### config.mk
export PLATFORM = sky130hd
export DESIGN_NAME = drum_hit_conditioner_flat
export DESIGN_NICKNAME = d
export VERILOG_FILES = /design/src/rtl/drum_pkg.sv /design/src/rtl/drum_hit_conditioner_if.sv /design/src/rtl/hit_channel.sv /design/src/rtl/drum_hit_conditioner.sv /design/src/flat_wrapper.sv
export SDC_FILE = /design/constraint.sdc
export NUM_CORES = 1
export LEC_CHECK = 0
export ABC_AREA = 1
export CORE_MARGIN = 2
export CORE_UTILIZATION = 55
export DETAILED_ROUTE_END_ITERATION = 10
export PLACE_DENSITY = 0.75
export SKIP_LAST_GASP = 1
export SYNTH_ARGS = -nofsm -noshare
export SYNTH_HDL_FRONTEND = slang
export SYNTH_SLANG_ARGS = --single-unit
### constraint.sdc
create_clock -name clk -period 5.8 [get_ports clk]
set_input_delay 0.58 -clock clk [delete_from_list [all_inputs] [get_ports clk]]
set_output_delay 0.58 -clock clk [all_outputs]
set_load 0.02 [all_outputs]
### src/rtl/drum_pkg.sv
// Shared types and defaults for the drum-pad input conditioner.
// Counter build option: DRUM_HIT_COUNT_EN.
package drum_pkg;

  localparam int NUM_CH_DFLT   = 3;
  localparam int DEBOUNCE_DFLT = 250000;
  localparam int HOLD_DFLT     = 3000000;
  localparam int CNT_W_DFLT    = 8;

  localparam int CH_KICK  = 0;
  localparam int CH_SNARE = 1;
  localparam int CH_HAT   = 2;

  typedef enum logic [1:0] {
    UNARMED,
    RELEASED,
    PRESSED
  } hit_state_t;

  // Bits needed to hold 0..n-1, never less than one.
  function automatic int cw(input int n);
    return (n > 1) ? $clog2(n) : 1;
  endfunction

endpackage

### src/rtl/drum_hit_conditioner_if.sv
// Pad-side and pattern-side signals of the drum-pad conditioner.
// Counter build option: DRUM_HIT_COUNT_EN.
interface drum_hit_conditioner_if #(
  parameter int NUM_CH = 3,
  parameter int CNT_W  = 8
);

  logic [NUM_CH-1:0]       hit_i;
  logic                    clr_i;
  logic [NUM_CH-1:0]       hit_pulse_o;
  logic                    any_hit_o;
  logic [NUM_CH-1:0]       flash_o;
  logic [NUM_CH*CNT_W-1:0] hit_count_o;

  modport master (
    output hit_i,
    output clr_i,
    input  hit_pulse_o,
    input  any_hit_o,
    input  flash_o,
    input  hit_count_o
  );

  modport slave (
    input  hit_i,
    input  clr_i,
    output hit_pulse_o,
    output any_hit_o,
    output flash_o,
    output hit_count_o
  );

endinterface

### src/rtl/hit_channel.sv
// One drum pad: sync, debounce, arm/press FSM, hit pulse, flash, counter.
// Counter build option: DRUM_HIT_COUNT_EN.
module hit_channel
  import drum_pkg::*;
#(
  parameter int DEBOUNCE_CYCLES = DEBOUNCE_DFLT,
  parameter int HOLD_CYCLES     = HOLD_DFLT,
  parameter int CNT_W           = CNT_W_DFLT
) (
  input  logic             clk,
  input  logic             reset,
  input  logic             hit_i,
  input  logic             clr_i,
  output logic             pulse_d,
  output logic             hit_pulse_o,
  output logic             flash_o,
  output logic [CNT_W-1:0] hit_count_o
);

  // The arm window must outlast the synchroniser fill after reset,
  // otherwise a pad held through reset would look released.
  localparam int ARM_CYCLES =
    (DEBOUNCE_CYCLES > 4) ? DEBOUNCE_CYCLES : 4;
  localparam int DW = cw(DEBOUNCE_CYCLES);
  localparam int AW = cw(ARM_CYCLES);
  localparam int HW = cw(HOLD_CYCLES);
  localparam logic [DW-1:0] D_LAST = DW'(DEBOUNCE_CYCLES - 1);
  localparam logic [AW-1:0] A_LAST = AW'(ARM_CYCLES - 1);
  localparam logic [HW-1:0] H_LAST = HW'(HOLD_CYCLES - 1);

  logic          s1;
  logic          s2;
  logic          stable;
  logic [DW-1:0] dcnt;
  logic [AW-1:0] acnt;
  logic          arm_done;
  hit_state_t    state;
  hit_state_t    nxt;
  logic          pulse_q;
  logic          flash_q;
  logic [HW-1:0] hcnt;

  // Two-flop synchroniser for the asynchronous pad level.
  always_ff @(posedge clk or posedge reset) begin
    if (reset) begin
      s1 <= 1'b0;
      s2 <= 1'b0;
    end else begin
      s1 <= hit_i;
      s2 <= s1;
    end
  end

  // Accept a new level only after it holds unbroken for the full window.
  always_ff @(posedge clk or posedge reset) begin
    if (reset) begin
      stable <= 1'b0;
      dcnt   <= '0;
    end else if (s2 == stable) begin
      dcnt <= '0;
    end else if (dcnt == D_LAST) begin
      stable <= s2;
      dcnt   <= '0;
    end else begin
      dcnt <= dcnt + 1'b1;
    end
  end

  assign arm_done = (acnt == A_LAST);

  // Arm timer: the synchronised pad must read low for a full window.
  always_ff @(posedge clk or posedge reset) begin
    if (reset) begin
      acnt <= '0;
    end else if (state != UNARMED || s2) begin
      acnt <= '0;
    end else if (!arm_done) begin
      acnt <= acnt + 1'b1;
    end
  end

  // Press FSM state register.
  always_ff @(posedge clk or posedge reset) begin
    if (reset) state <= UNARMED;
    else       state <= nxt;
  end

  // Press FSM next state; UNARMED waits for a genuine release.
  always_comb begin
    nxt = state;
    unique case (state)
      UNARMED:  if (!stable && !s2 && arm_done) nxt = RELEASED;
      RELEASED: if (stable)  nxt = PRESSED;
      PRESSED:  if (!stable) nxt = RELEASED;
      default:  nxt = UNARMED;
    endcase
  end

  // Press FSM output: pulse on entry to PRESSED, registered below.
  always_comb begin
    pulse_d = (state == RELEASED) && (nxt == PRESSED);
  end

  // Hit pulse register, aligned with the first PRESSED cycle.
  always_ff @(posedge clk or posedge reset) begin
    if (reset) pulse_q <= 1'b0;
    else       pulse_q <= pulse_d;
  end

  // Flash stretcher; a new hit reloads so the flash never gaps.
  always_ff @(posedge clk or posedge reset) begin
    if (reset) begin
      flash_q <= 1'b0;
      hcnt    <= '0;
    end else if (pulse_q) begin
      flash_q <= 1'b1;
      hcnt    <= H_LAST;
    end else if (flash_q) begin
      if (hcnt == '0) flash_q <= 1'b0;
      else            hcnt    <= hcnt - 1'b1;
    end
  end

  assign hit_pulse_o = pulse_q;
  assign flash_o     = flash_q;

`ifdef DRUM_HIT_COUNT_EN
  logic [CNT_W-1:0] cnt;

  // Saturating hit counter; clear beats a coincident hit.
  always_ff @(posedge clk or posedge reset) begin
    if (reset) begin
      cnt <= '0;
    end else if (clr_i) begin
      cnt <= '0;
    end else if (pulse_q && !(&cnt)) begin
      cnt <= cnt + 1'b1;
    end
  end

  assign hit_count_o = cnt;
`else
  logic unused_clr;

  assign unused_clr  = clr_i;
  assign hit_count_o = '0;
`endif

endmodule

### src/rtl/drum_hit_conditioner.sv
// Drum-pad front end: NUM_CH independent pad channels plus any-hit strobe.
// Counter build option: DRUM_HIT_COUNT_EN.
module drum_hit_conditioner
  import drum_pkg::*;
#(
  parameter int NUM_CH          = NUM_CH_DFLT,
  parameter int DEBOUNCE_CYCLES = DEBOUNCE_DFLT,
  parameter int HOLD_CYCLES     = HOLD_DFLT,
  parameter int CNT_W           = CNT_W_DFLT
) (
  input logic                   clk,
  input logic                   reset,
  drum_hit_conditioner_if.slave bus
);

  logic [NUM_CH-1:0]       pulse_d;
  logic [NUM_CH-1:0]       pulse_v;
  logic [NUM_CH-1:0]       flash_v;
  logic [NUM_CH*CNT_W-1:0] count_v;
  logic                    any_q;

  for (genvar g = 0; g < NUM_CH; g++) begin : g_ch
    hit_channel #(
      .DEBOUNCE_CYCLES (DEBOUNCE_CYCLES),
      .HOLD_CYCLES     (HOLD_CYCLES),
      .CNT_W           (CNT_W)
    ) u_ch (
      .clk         (clk),
      .reset       (reset),
      .hit_i       (bus.hit_i[g]),
      .clr_i       (bus.clr_i),
      .pulse_d     (pulse_d[g]),
      .hit_pulse_o (pulse_v[g]),
      .flash_o     (flash_v[g]),
      .hit_count_o (count_v[g*CNT_W +: CNT_W])
    );
  end

  // Any-hit strobe registered from the pulse precursors so it
  // lines up with the per-channel pulses.
  always_ff @(posedge clk or posedge reset) begin
    if (reset) any_q <= 1'b0;
    else       any_q <= |pulse_d;
  end

  assign bus.hit_pulse_o = pulse_v;
  assign bus.any_hit_o   = any_q;
  assign bus.flash_o     = flash_v;
  assign bus.hit_count_o = count_v;

endmodule
### src/flat_wrapper.sv
// flat-port wrapper written by rule: the top's interface ports become plain ports
module drum_hit_conditioner_flat import drum_pkg::*;
#(
  parameter int NUM_CH          = NUM_CH_DFLT,
  parameter int DEBOUNCE_CYCLES = DEBOUNCE_DFLT,
  parameter int HOLD_CYCLES     = HOLD_DFLT,
  parameter int CNT_W           = CNT_W_DFLT
)
  (clk, reset, bus_hit_i, bus_clr_i, bus_hit_pulse_o, bus_any_hit_o, bus_flash_o, bus_hit_count_o);
  drum_hit_conditioner_if #(.NUM_CH(NUM_CH), .CNT_W(CNT_W)) bus_i ();
  input logic clk;
  input logic reset;
  input wire logic [$bits(bus_i.hit_i)-1:0] bus_hit_i;
  input wire logic [$bits(bus_i.clr_i)-1:0] bus_clr_i;
  output wire logic [$bits(bus_i.hit_pulse_o)-1:0] bus_hit_pulse_o;
  output wire logic [$bits(bus_i.any_hit_o)-1:0] bus_any_hit_o;
  output wire logic [$bits(bus_i.flash_o)-1:0] bus_flash_o;
  output wire logic [$bits(bus_i.hit_count_o)-1:0] bus_hit_count_o;
  assign bus_i.hit_i = bus_hit_i;
  assign bus_i.clr_i = bus_clr_i;
  assign bus_hit_pulse_o = bus_i.hit_pulse_o;
  assign bus_any_hit_o = bus_i.any_hit_o;
  assign bus_flash_o = bus_i.flash_o;
  assign bus_hit_count_o = bus_i.hit_count_o;
  drum_hit_conditioner #(.NUM_CH(NUM_CH), .DEBOUNCE_CYCLES(DEBOUNCE_CYCLES), .HOLD_CYCLES(HOLD_CYCLES), .CNT_W(CNT_W)) u_core (.clk(clk), .reset(reset), .bus(bus_i));
endmodule
==> flow_metrics.py, run 1 <==
metrics = {
    "outcome": {
        "outcome": "completed",
    },
    "finish": {
        "stdcell_count": 1926,
        "fin_area_um2": 12400,
        "areaGrowthSynthToFinish_pct": 6.60,
        "antenna_cells": 0,
        "fin_util": 0.595,
        "drive_above_1_share": 0.0557,
        "fin_nets": 1656,
    },
    "cts": {
        "path_clk_slew_ps": 70,
        "cts_tree": "done",
        "cts_buffer_depth": 2,
        "clock_latency_ps": 440,
        "cts_sinks": 196,
        "cts_buffers": 17,
        "postCtsSetupBuffers": 0,
        "holdBufCountCts": 0,
        "ctsResizeCount": 0,
        "h-tree-depth": 4,
        "cts-root-buf": "clkbuf_16",
    },
    "placed_design": {
        "place.port_buffers": 11,
        "gp_congestion": 0.920,
        "dpl_cell_area_um2": 11900,
        "post-dp-hpwl_mm": 16.4,
        "dp.cells": 1894,
        "pre_cts_ws_ps": 3430,
    },
    "synthesis": {
        "netlist_instances": 1633,
        "synth_ff_type": "dfrtp_1",
        "synth_cell_types": 39,
        "avgSynthCellArea_um2": 7.14,
        "seq_area_frac_synth": 0.421,
        "synth.top_cell.area_share": 0.421,
        "ys_async_sr_fraction": 1.00,
        "synth_top_cell_by_area": "dfrtp_1",
        "synth-edff-count": 0,
        "yosysWarningCount": 0,
        "ys_ff_latch": 196,
        "synth.area.top_cells": "dfrtp_1, nand2_1, nor2_1",
        "synth_area_um2": 11700,
    },
    "sta": {
        "setup_violations": 0,
        "fin_crit_sh": 0.377,
        "fin_skew_ps": 9.58,
        "worst-slew-pin-transition_ps": 1080,
        "whs_ps": 356,
        "max_slew_margin": 0.274,
        "finalMaxSlewViolations": 0,
        "max_freq_ghz": 0.457,
        "period_needed_ps": 2190,
        "rsz0062_at_grt": "false",
        "setup_tns_ps": 0,
        "finalHoldViolCount": 0,
        "fin_ws_ps": 3610,
    },
    "detailed_routing": {
        "highest_layer": "met4",
        "viasPerCell": 5.25,
        "wirelength_mm": 23.6,
        "drt_iter0_markers": 621,
        "vias": 10116,
        "wl_met3_um": 701,
        "wl_per_cell_um": 12.3,
        "wl_met1_mm": 11.6,
        "ant_nets": 0,
        "wl_met2_mm": 11.1,
        "dr.pass1.iters": 8,
        "drcViolationCount": 0,
    },
    "pwr": {
        "power.total_mw": 2.61,
        "vdd_drop_max_mv": 0.190,
        "power.density_nw_per_um2": 210,
        "leakage_nw": 6.22,
    },
    "die": {
        "ioPinCount": 37,
        "rows": 53,
        "design.die.area_um2": 22400,
        "die_x_um": 150,
        "die_h_um": 150,
        "initial_core_util": 0.558,
        "core_um2": 20900,
    },
    "global_routing": {
        "grt_max_degree": 171,
        "track_usage": 0.225,
        "grt-ovfl-total": 0,
        "grt_pass1_vias": 9536,
        "grt_antenna_before_repair": 0,
        "grt_pass1_wl_mm": 41.8,
    },
    "critical_path": {
        "cpPeakStageDelay_ps": 790,
        "cp.depth": 7,
        "path_delay_family": "compound AO/OA/AOI/OAI gates",
        "worstSetupPathType": "flop to flop",
        "path_cells": "inv_1 > ha_1 > nand2_2 > nor2_1 > a21boi_1 > nand4_1 > nand2_1",
        "cp.arrival_ps": 2560,
        "crit_fanout": 12,
        "critical_path_buf_inv_count": 1,
        "start_kind": "flop",
        "critical_path_required_ps": 6170,
        "crit_path_end_kind": "flop",
        "rr_worst_depth": 7,
        "slowest_stage": "a21boi_1",
    },
    "hold_path": {
        "hold_depth": 0,
        "hp-class": "flop to flop",
    },
    "run": {
        "cap_violations": 0,
    },
}
cells by family after synthesis:
group | share of synthesized area
xor gates and xnor gates | 0.0300
AOI/OAI and AO/OA | 0.0605
adders and majority gates | 0.0129
other | 0.000322
DFF | 0.421
buffers and inverters | 0.0944
and+or+nand+nor | 0.381
metal layers:
metal	GRT usage	up-vias
li1	-	5204
met4	0.0686	0
met2	0.377	153
met5	0	-
met3	0.0363	22
met1	0.301	4737
final timing paths:
check,start,end,slack (ps)
max,u_core.g_ch[0].u_ch.hcnt[0],u_core.g_ch[0].u_ch.hcnt[11],3610
min,u_core.g_ch[1].u_ch.s1,u_core.g_ch[1].u_ch.s2,360
max reg2reg,u_core.g_ch[0].u_ch.hcnt[0],u_core.g_ch[0].u_ch.hcnt[11],3610
min reg2reg,u_core.g_ch[1].u_ch.s1,u_core.g_ch[1].u_ch.s2,360
max in group asynchronous,reset,u_core.g_ch[2].u_ch.acnt[0],3960
min in group asynchronous,reset,u_core.g_ch[0].u_ch.acnt[7],560
layout by cell type, fill, tap and decap left out, types with 2 or more instances in the layout:
| cell type | Yosys | layout |
|---|---|---|
| a21o_1 | 6 | 6 |
| a21oi_1 | 34 | 34 |
| clkbuf_16 | 0 | 17 |
| clkdlybuf4s50_1 | 0 | 11 |
| clkinv_1 | 2 | 2 |
| clkinv_2 | 2 | 6 |
| clkinv_4 | 0 | 4 |
| clkinvlp_4 | 0 | 5 |
| conb_1 | 1 | 24 |
| dfrtp_1 | 196 | 196 |
| ha_1 | 12 | 12 |
| inv_1 | 194 | 193 |
| nand2_1 | 423 | 423 |
| nand2_2 | 6 | 6 |
| nand2_4 | 5 | 5 |
| nand3_1 | 156 | 156 |
| nand4_1 | 65 | 65 |
| nor2_1 | 275 | 275 |
| nor2_2 | 9 | 9 |
| nor2_4 | 5 | 5 |
| nor3_1 | 43 | 43 |
| nor3_2 | 3 | 3 |
| nor3b_1 | 5 | 5 |
| nor4_1 | 6 | 6 |
| o21ai_0 | 46 | 46 |
| o21ai_1 | 9 | 9 |
| o21ai_2 | 16 | 16 |
| o21bai_1 | 8 | 8 |
| or2_2 | 10 | 10 |
| xnor2_1 | 6 | 6 |
| xor2_1 | 34 | 34 |
synthesized netlist by cell type (2+ instances only):
cell type and number:
nand2_1 423, nor2_1 275, dfrtp_1 196, inv_1 194, nand3_1 156, nand4_1 65
o21ai_0 46, nor3_1 43, a21oi_1 34, xor2_1 34, buf_4 30, o21ai_2 16
ha_1 12, or2_2 10, nor2_2 9, o21ai_1 9, o21bai_1 8, buf_6 7
a21o_1 6, clkbuf_1 6, nand2_2 6, nor4_1 6, xnor2_1 6, buf_2 5
nand2_4 5, nor2_4 5, nor3b_1 5, nor3_2 3, clkinv_1 2, clkinv_2 2
state kept, by name, indices dropped and copies added, names as in the netlist:
signal / flops
u_core.g_ch.u_ch.s1: 3
u_core.g_ch.u_ch.hit_pulse_o: 3
u_core.g_ch.u_ch.acnt: 54
u_core.g_ch.u_ch.stable: 3
u_core.bus.any_hit_o: 1
u_core.g_ch.u_ch.state: 6
u_core.g_ch.u_ch.hcnt: 66
u_core.g_ch.u_ch.flash_o: 3
u_core.g_ch.u_ch.s2: 3
u_core.g_ch.u_ch.dcnt: 54
layout make-up:
cell class,instances,area [um^2]
Inverter,198,749
Clock buffer,17,425
Multi-Input combinational cell,1213,5740
Tap cell,275,344
Timing Repair Buffer,12,130
Fill cell,1901,8460
Clock inverter,15,135
Sequential cell,196,4900
where the power goes:
| part | total, mW | internal, mW | switching, mW |
|---|---|---|---|
| clock | 1.14 | 0.595 | 0.544 |
| combinational | 0.0838 | 0.0174 | 0.0663 |
| sequential | 1.39 | 1.38 | 0.0116 |
| total | 2.61 | 1.99 | 0.622 |
worst reg2reg max path, cell delays in order (launching register included):
cell,delay (ps)
dfrtp_1,340
inv_1,110
ha_1,300
nand2_2,170
nor2_1,100
a21boi_1,790
nand4_1,200
nand2_1,110
Power figures use the tool's default switching activity.
==> run 2: changes to the inputs <==
==> constraint.sdc (replaced) <==
create_clock -name clk -period 1.9 [get_ports clk]
set_input_delay 0.19 -clock clk [delete_from_list [all_inputs] [get_ports clk]]
set_output_delay 0.19 -clock clk [all_outputs]
set_load 0.02 [all_outputs]
==> run 2 against run 1 <==
Core utilization grew 1.6 points. First-iteration DRC count shrank 7.1%. Critical path depth shrank 6. Register-to-register slack lost 3500 ps. Clock power grew to 3.2 times the previous value. Non-clock buffer count grew 26. Clock-buffer cell count grew 6. Via count grew 2.3%. Die area is the same. Final cell count grew 1.3%.
==> flow_metrics.py, run 2 (synthesis results as in run 1) <==
metrics = {
    "cts": {
        "cts_sinks": 196,
        "cts-root-buf": "clkbuf_16",
        "h-tree-depth": 4,
        "cts_buffers": 17,
        "cts_tree": "done",
        "cts_buffer_depth": 2,
        "path_clk_slew_ps": 70,
        "holdBufCountCts": 0,
        "clock_latency_ps": 430,
    },
    "die": {
        "die_h_um": 150,
        "rows": 53,
        "ioPinCount": 37,
        "initial_core_util": 0.558,
        "design.die.area_um2": 22400,
        "core_um2": 20900,
        "die_x_um": 150,
    },
    "hold_path": {
        "hp-class": "input port to async pin",
    },
    "detailed_routing": {
        "viasPerCell": 5.31,
        "wirelength_mm": 24.1,
        "drt_iter0_markers": 577,
        "ant_nets": 0,
        "vias": 10352,
        "drcViolationCount": 0,
        "wl_per_cell_um": 12.3,
        "dr.pass1.iters": 5,
    },
    "finish": {
        "fin_util": 0.611,
        "areaGrowthSynthToFinish_pct": 9.44,
        "regMostFlops": "u_core.g_ch.u_ch.hcnt",
        "top_regs": "u_core.g_ch.u_ch.hcnt: 66 flops, u_core.g_ch.u_ch.acnt: 54 flops, u_core.g_ch.u_ch.dcnt: 54 flops",
        "fin_area_um2": 12800,
        "fill_cells": 1892,
        "regArea_um2": 4910,
        "largest_reg_flops": 66,
        "layout_commonest_cell": "nand2_1",
        "final_cell_mix": "nand2_1, nor2_1, dfrtp_1, inv_1, nand3_1",
        "antenna_cells": 0,
        "fin_nets": 1682,
        "multi_input_area_um2": 5770,
        "drive_above_1_share": 0.0722,
    },
    "critical_path": {
        "reg2reg_from": "u_core.g_ch[2].u_ch.hcnt[1]",
        "path_delay_family": "buffers and inverters",
        "crit_path_end": "bus_flash_o[2]",
        "path_cells": "clkdlybuf4s50_1",
        "critical_path_required_ps": 1710,
        "cp.arrival_ps": 1610,
        "start_kind": "flop",
        "critical_path_buf_inv_count": 1,
        "r2r_slack_ps": 150,
        "crit_fanout": 7,
        "slowest_stage": "clkdlybuf4s50_1",
        "cp.depth": 1,
        "rr_worst_depth": 10,
        "cpPeakStageDelay_ps": 660,
        "r2r_end": "u_core.g_ch[2].u_ch.hcnt[7]",
        "crit_path_end_kind": "output port",
        "cp-startpoint": "u_core.g_ch[2].u_ch.flash_o",
        "worstSetupPathType": "flop to output port",
    },
    "global_routing": {
        "grt_pass1_wl_mm": 43.1,
        "grt_pass1_vias": 9664,
        "grtUsageMet2": 0.382,
        "grt_max_degree": 34,
        "grtUsageMet3": 0.0412,
        "use_met1": 0.319,
        "grt-ovfl-total": 0,
        "top_usage_layer": "met2",
        "grt_antenna_before_repair": 0,
        "track_usage": 0.232,
    },
    "sta": {
        "fin_skew_ps": 9.08,
        "worst-slew-pin-transition_ps": 559,
        "max_slew_margin": 0.624,
        "setup_tns_ps": 0,
        "max_freq_ghz": 0.556,
        "finalMaxSlewViolations": 0,
        "rsz0062_at_grt": "false",
        "fin_crit_sh": 0.946,
        "whs_ps": 154,
        "finalHoldViolCount": 0,
        "fin_ws_ps": 103,
        "period_needed_ps": 1800,
        "setup_violations": 0,
    },
    "placed_design": {
        "gp_congestion": 0.907,
        "place.port_buffers": 11,
        "post-dp-hpwl_mm": 17.7,
        "dpl_cell_area_um2": 12100,
        "pre_cts_ws_ps": -127,
    },
    "run": {
        "cap_violations": 0,
    },
    "pwr": {
        "power.density_nw_per_um2": 639,
        "leakage_nw": 6.39,
        "vdd_drop_max_mv": 0.544,
    },
    "outcome": {
        "outcome": "completed",
    },
}
==> run 2: cell types whose count changed in the layout (fill, tap and decap cells not counted), sizes merged <==
| cell | change |
|---|---|
| clkinvlp | -2 |
| clkinv | -6 |
| buf | +26 |
| bufinv | +1 |
| clkbuf | +6 |
==> run 2: per-layer routing <==
layer	vias up	share of wire
li1	5246	-
met1	4838	0.47
met2	247	0.47
met3	21	0.045
met4	0	0.012
met5	-	0
==> run 2: power by group <==
| part | switching [mW] | total, mW | internal (mW) |
|---|---|---|---|
| sequential | 0.0353 | 4.24 | 4.21 |
| clock | 1.54 | 3.61 | 2.07 |
| combinational | 0.210 | 0.294 | 0.0840 |
| total | 1.79 | 8.15 | 6.36 |
==> run 2: worst min path at each step <==
| stage | slack, ps | endpoint | from |
|---|---|---|---|
| after floorplan | 220 | u_core.g_ch[0].u_ch.s1 | bus_hit_i[0] |
| after global placement | 330 | u_core.g_ch[1].u_ch.s2 | u_core.g_ch[1].u_ch.s1 |
| after detailed placement | 340 | u_core.g_ch[1].u_ch.s2 | u_core.g_ch[1].u_ch.s1 |
| after CTS | 140 | u_core.g_ch[0].u_ch.hcnt[5] | reset |
| after global routing | 160 | u_core.g_ch[0].u_ch.hcnt[5] | reset |
| final | 150 | u_core.g_ch[0].u_ch.hcnt[5] | reset |
==> run 2: area by class of cell <==
type | count | area share
Clock inverter | 8 | 0.00784
Inverter | 198 | 0.0596
Clock buffer | 23 | 0.0382
Tap cell | 275 | 0.0270
Timing Repair Buffer | 38 | 0.0304
Sequential cell | 196 | 0.384
Multi-Input combinational cell | 1213 | 0.452
==> run 2: what timing repair did <==
action | CTS | global route
setup buffers | 0 | 0
hold endpoints to repair | 0 | 0
setup endpoints to repair | 12 | 41
gates resized for setup | 1 | 12
==> run 2: per-stage QoR <==
| step | instances | total power [mW] |
|---|---|---|
| final | 1951 | 8.15 |
| after global routing | 1951 | 8.47 |
| after CTS | 1951 | 8.27 |
| after detailed placement | 1920 | 4.62 |
| after global placement | 1920 | 4.62 |
| after floorplan | 1656 | 4.56 |
==> run 3: changes to the inputs <==
--- a/config.mk
+++ b/config.mk
@@ -6,11 +6,11 @@
 export NUM_CORES = 1
 export LEC_CHECK = 0
 export ABC_AREA = 1
+export CAP_MARGIN = 20
 export CORE_MARGIN = 2
-export CORE_UTILIZATION = 55
+export CORE_UTILIZATION = 56
 export DETAILED_ROUTE_END_ITERATION = 10
-export PLACE_DENSITY = 0.75
-export SKIP_LAST_GASP = 1
+export PLACE_DENSITY = 0.77
 export SYNTH_ARGS = -nofsm -noshare
 export SYNTH_HDL_FRONTEND = slang
 export SYNTH_SLANG_ARGS = --single-unit
==> run 3 against run 2 <==
Sequential share of layout area up 0.30 points. Flip-flop and latch count unchanged. Worst hold slack got worse by 57 ps. Register-to-register slack got worse by 20 ps.
==> flow_metrics.py, run 3 (synthesis results as in run 1) <==
metrics = {
    "sta": {
        "finalHoldViolCount": 0,
        "fin_crit_sh": 0.940,
        "period_needed_ps": 1790,
        "finalMaxSlewViolations": 0,
        "max_freq_ghz": 0.560,
        "max_slew_margin": 0.597,
        "fin_skew_ps": 10.5,
        "whs_ps": 97.2,
        "setup_violations": 0,
        "worst-slew-pin-transition_ps": 601,
        "rsz0062_at_grt": "true",
    },
    "detailed_routing": {
        "wl_met3_um": 845,
        "ant_nets": 0,
        "wl_per_cell_um": 12.6,
        "wirelength_mm": 24.4,
        "vias": 10321,
        "highest_layer": "met4",
        "wl_met2_mm": 11.6,
        "drcViolationCount": 0,
        "viasPerCell": 5.31,
        "wl_met1_mm": 11.6,
        "dr.pass1.iters": 5,
        "drt_iter0_markers": 597,
    },
    "global_routing": {
        "grt_antenna_before_repair": 0,
        "track_usage": 0.235,
        "grt_max_degree": 49,
        "grt-ovfl-total": 0,
        "grt_pass1_wl_mm": 43.2,
        "grt_pass1_vias": 9615,
    },
    "critical_path": {
        "cpPeakStageDelay_ps": 660,
        "critical_path_buf_inv_count": 1,
        "slowest_stage": "clkdlybuf4s50_1",
        "path_cells": "clkdlybuf4s50_1",
        "worstSetupPathType": "flop to output port",
        "cp.arrival_ps": 1600,
        "crit_path_end_kind": "output port",
        "path_delay_family": "buffers and inverters",
        "start_kind": "flop",
        "critical_path_required_ps": 1710,
        "crit_fanout": 7,
    },
    "finish": {
        "largest_reg_flops": 66,
        "fin_nets": 1679,
        "antenna_cells": 0,
        "regMostFlops": "u_core.g_ch.u_ch.hcnt",
        "layout_commonest_cell": "nand2_1",
        "fill_cells": 1852,
        "stdcell_count": 1944,
        "final_cell_mix": "nand2_1, nor2_1, dfrtp_1, inv_1, nand3_1",
        "areaGrowthSynthToFinish_pct": 8.62,
        "fin_util": 0.622,
        "drive_above_1_share": 0.0717,
        "top_regs": "u_core.g_ch.u_ch.hcnt: 66 flops, u_core.g_ch.u_ch.acnt: 54 flops, u_core.g_ch.u_ch.dcnt: 54 flops",
    },
    "cts": {
        "cts_buffer_depth": 2,
        "cts_sinks": 196,
        "cts-root-buf": "clkbuf_16",
        "holdBufCountCts": 0,
        "cts_tree": "done",
        "cts_buffers": 17,
        "h-tree-depth": 4,
        "clock_latency_ps": 440,
        "path_clk_slew_ps": 70,
    },
    "hold_path": {
        "hp-class": "input port to async pin",
    },
    "placed_design": {
        "dp.cells": 1912,
        "place.port_buffers": 11,
        "gp_congestion": 0.899,
        "post-dp-hpwl_mm": 17.5,
    },
    "pwr": {
        "power.density_nw_per_um2": 644,
        "vdd_drop_max_mv": 0.537,
        "leakage_nw": 6.36,
    },
    "die": {
        "die_x_um": 148,
        "rows": 52,
        "die_h_um": 148,
        "initial_core_util": 0.573,
        "core_um2": 20400,
        "ioPinCount": 37,
        "design.die.area_um2": 22000,
    },
    "outcome": {
        "outcome": "completed",
    },
    "run": {
        "cap_violations": 0,
    },
}
run 3: cell types whose count changed in the layout (fill, tap and decap cells not counted), moves of 2 or more:
| cell | change |
|---|---|
| buf_12 | -3 |
| clkbuf_1 | -2 |
| clkbuf_8 | -4 |
| clkinv_2 | -3 |
| ha_1 | +2 |
| ha_2 | -2 |
| inv_6 | +5 |
| inv_8 | +4 |
| nand2_4 | +2 |
| nand2_8 | -2 |
run 3: final timing paths:
| kind | startpoint | end | slack (ps) | cells past startpoint |
|---|---|---|---|---|
| setup / recovery | u_core.g_ch[2].u_ch.flash_o | bus_flash_o[2] | 110 | 1 |
| hold / removal | reset | u_core.bus.any_hit_o | 100 | 2 |
| setup reg to reg | u_core.g_ch[0].u_ch.hcnt[0] | u_core.g_ch[0].u_ch.hcnt[20] | 130 | 7 |
| hold reg to reg | u_core.g_ch[2].u_ch.s1 | u_core.g_ch[2].u_ch.s2 | 380 | 0 |
| max in group asynchronous | reset | u_core.g_ch[1].u_ch.hcnt[21] | 1170 | 3 |
| min in group clk | bus_hit_i[1] | u_core.g_ch[1].u_ch.s1 | 190 | 1 |
run 3: area by class of cell:
class,count,area (um^2),area share
clock inverters,15,160,0.0126
repair buffers,35,328,0.0259
inverters,198,754,0.0596
flip-flops and latches,196,4910,0.387
well taps,270,338,0.0267
multi-input cells,1213,5750,0.454
clock buffers,17,425,0.0336
run 3: through the flow:
stage | setup slack (ps) | setup TNS [ps] | total power [mW] | cell area (um^2)
floorplan | -822 | -161190 | 4.56 | 11800
global placement | -31.0 | -211 | 4.60 | 12100
detailed placement | -103 | -808 | 4.61 | 12100
CTS | 83.9 | 0 | 8.25 | 12600
global route | -14.4 | -14.4 | 8.45 | 12700
finish | 114 | 0 | 8.16 | 12700
run 3: repair_timing:
action | CTS | global route
endpoints found under the setup margin | 12 | 19
pin swaps | 0 | 0
resized for setup | 1 | 7
setup buffers | 0 | 0
run 3: routing by layer:
layer  global-route usage  vias up
met3               0.0310       32
li1                     -     5247
met4               0.0719        0
met1                0.325     4845
met2                0.388      197
met5                    0        -
run 3: where the power goes:
| group | leakage (nW) | switching, mW | internal [mW] |
|---|---|---|---|
| Sequential | 2.71 | 0.0358 | 4.21 |
| Combinational | 3.37 | 0.209 | 0.0729 |
| Clock | 0.284 | 1.76 | 1.87 |
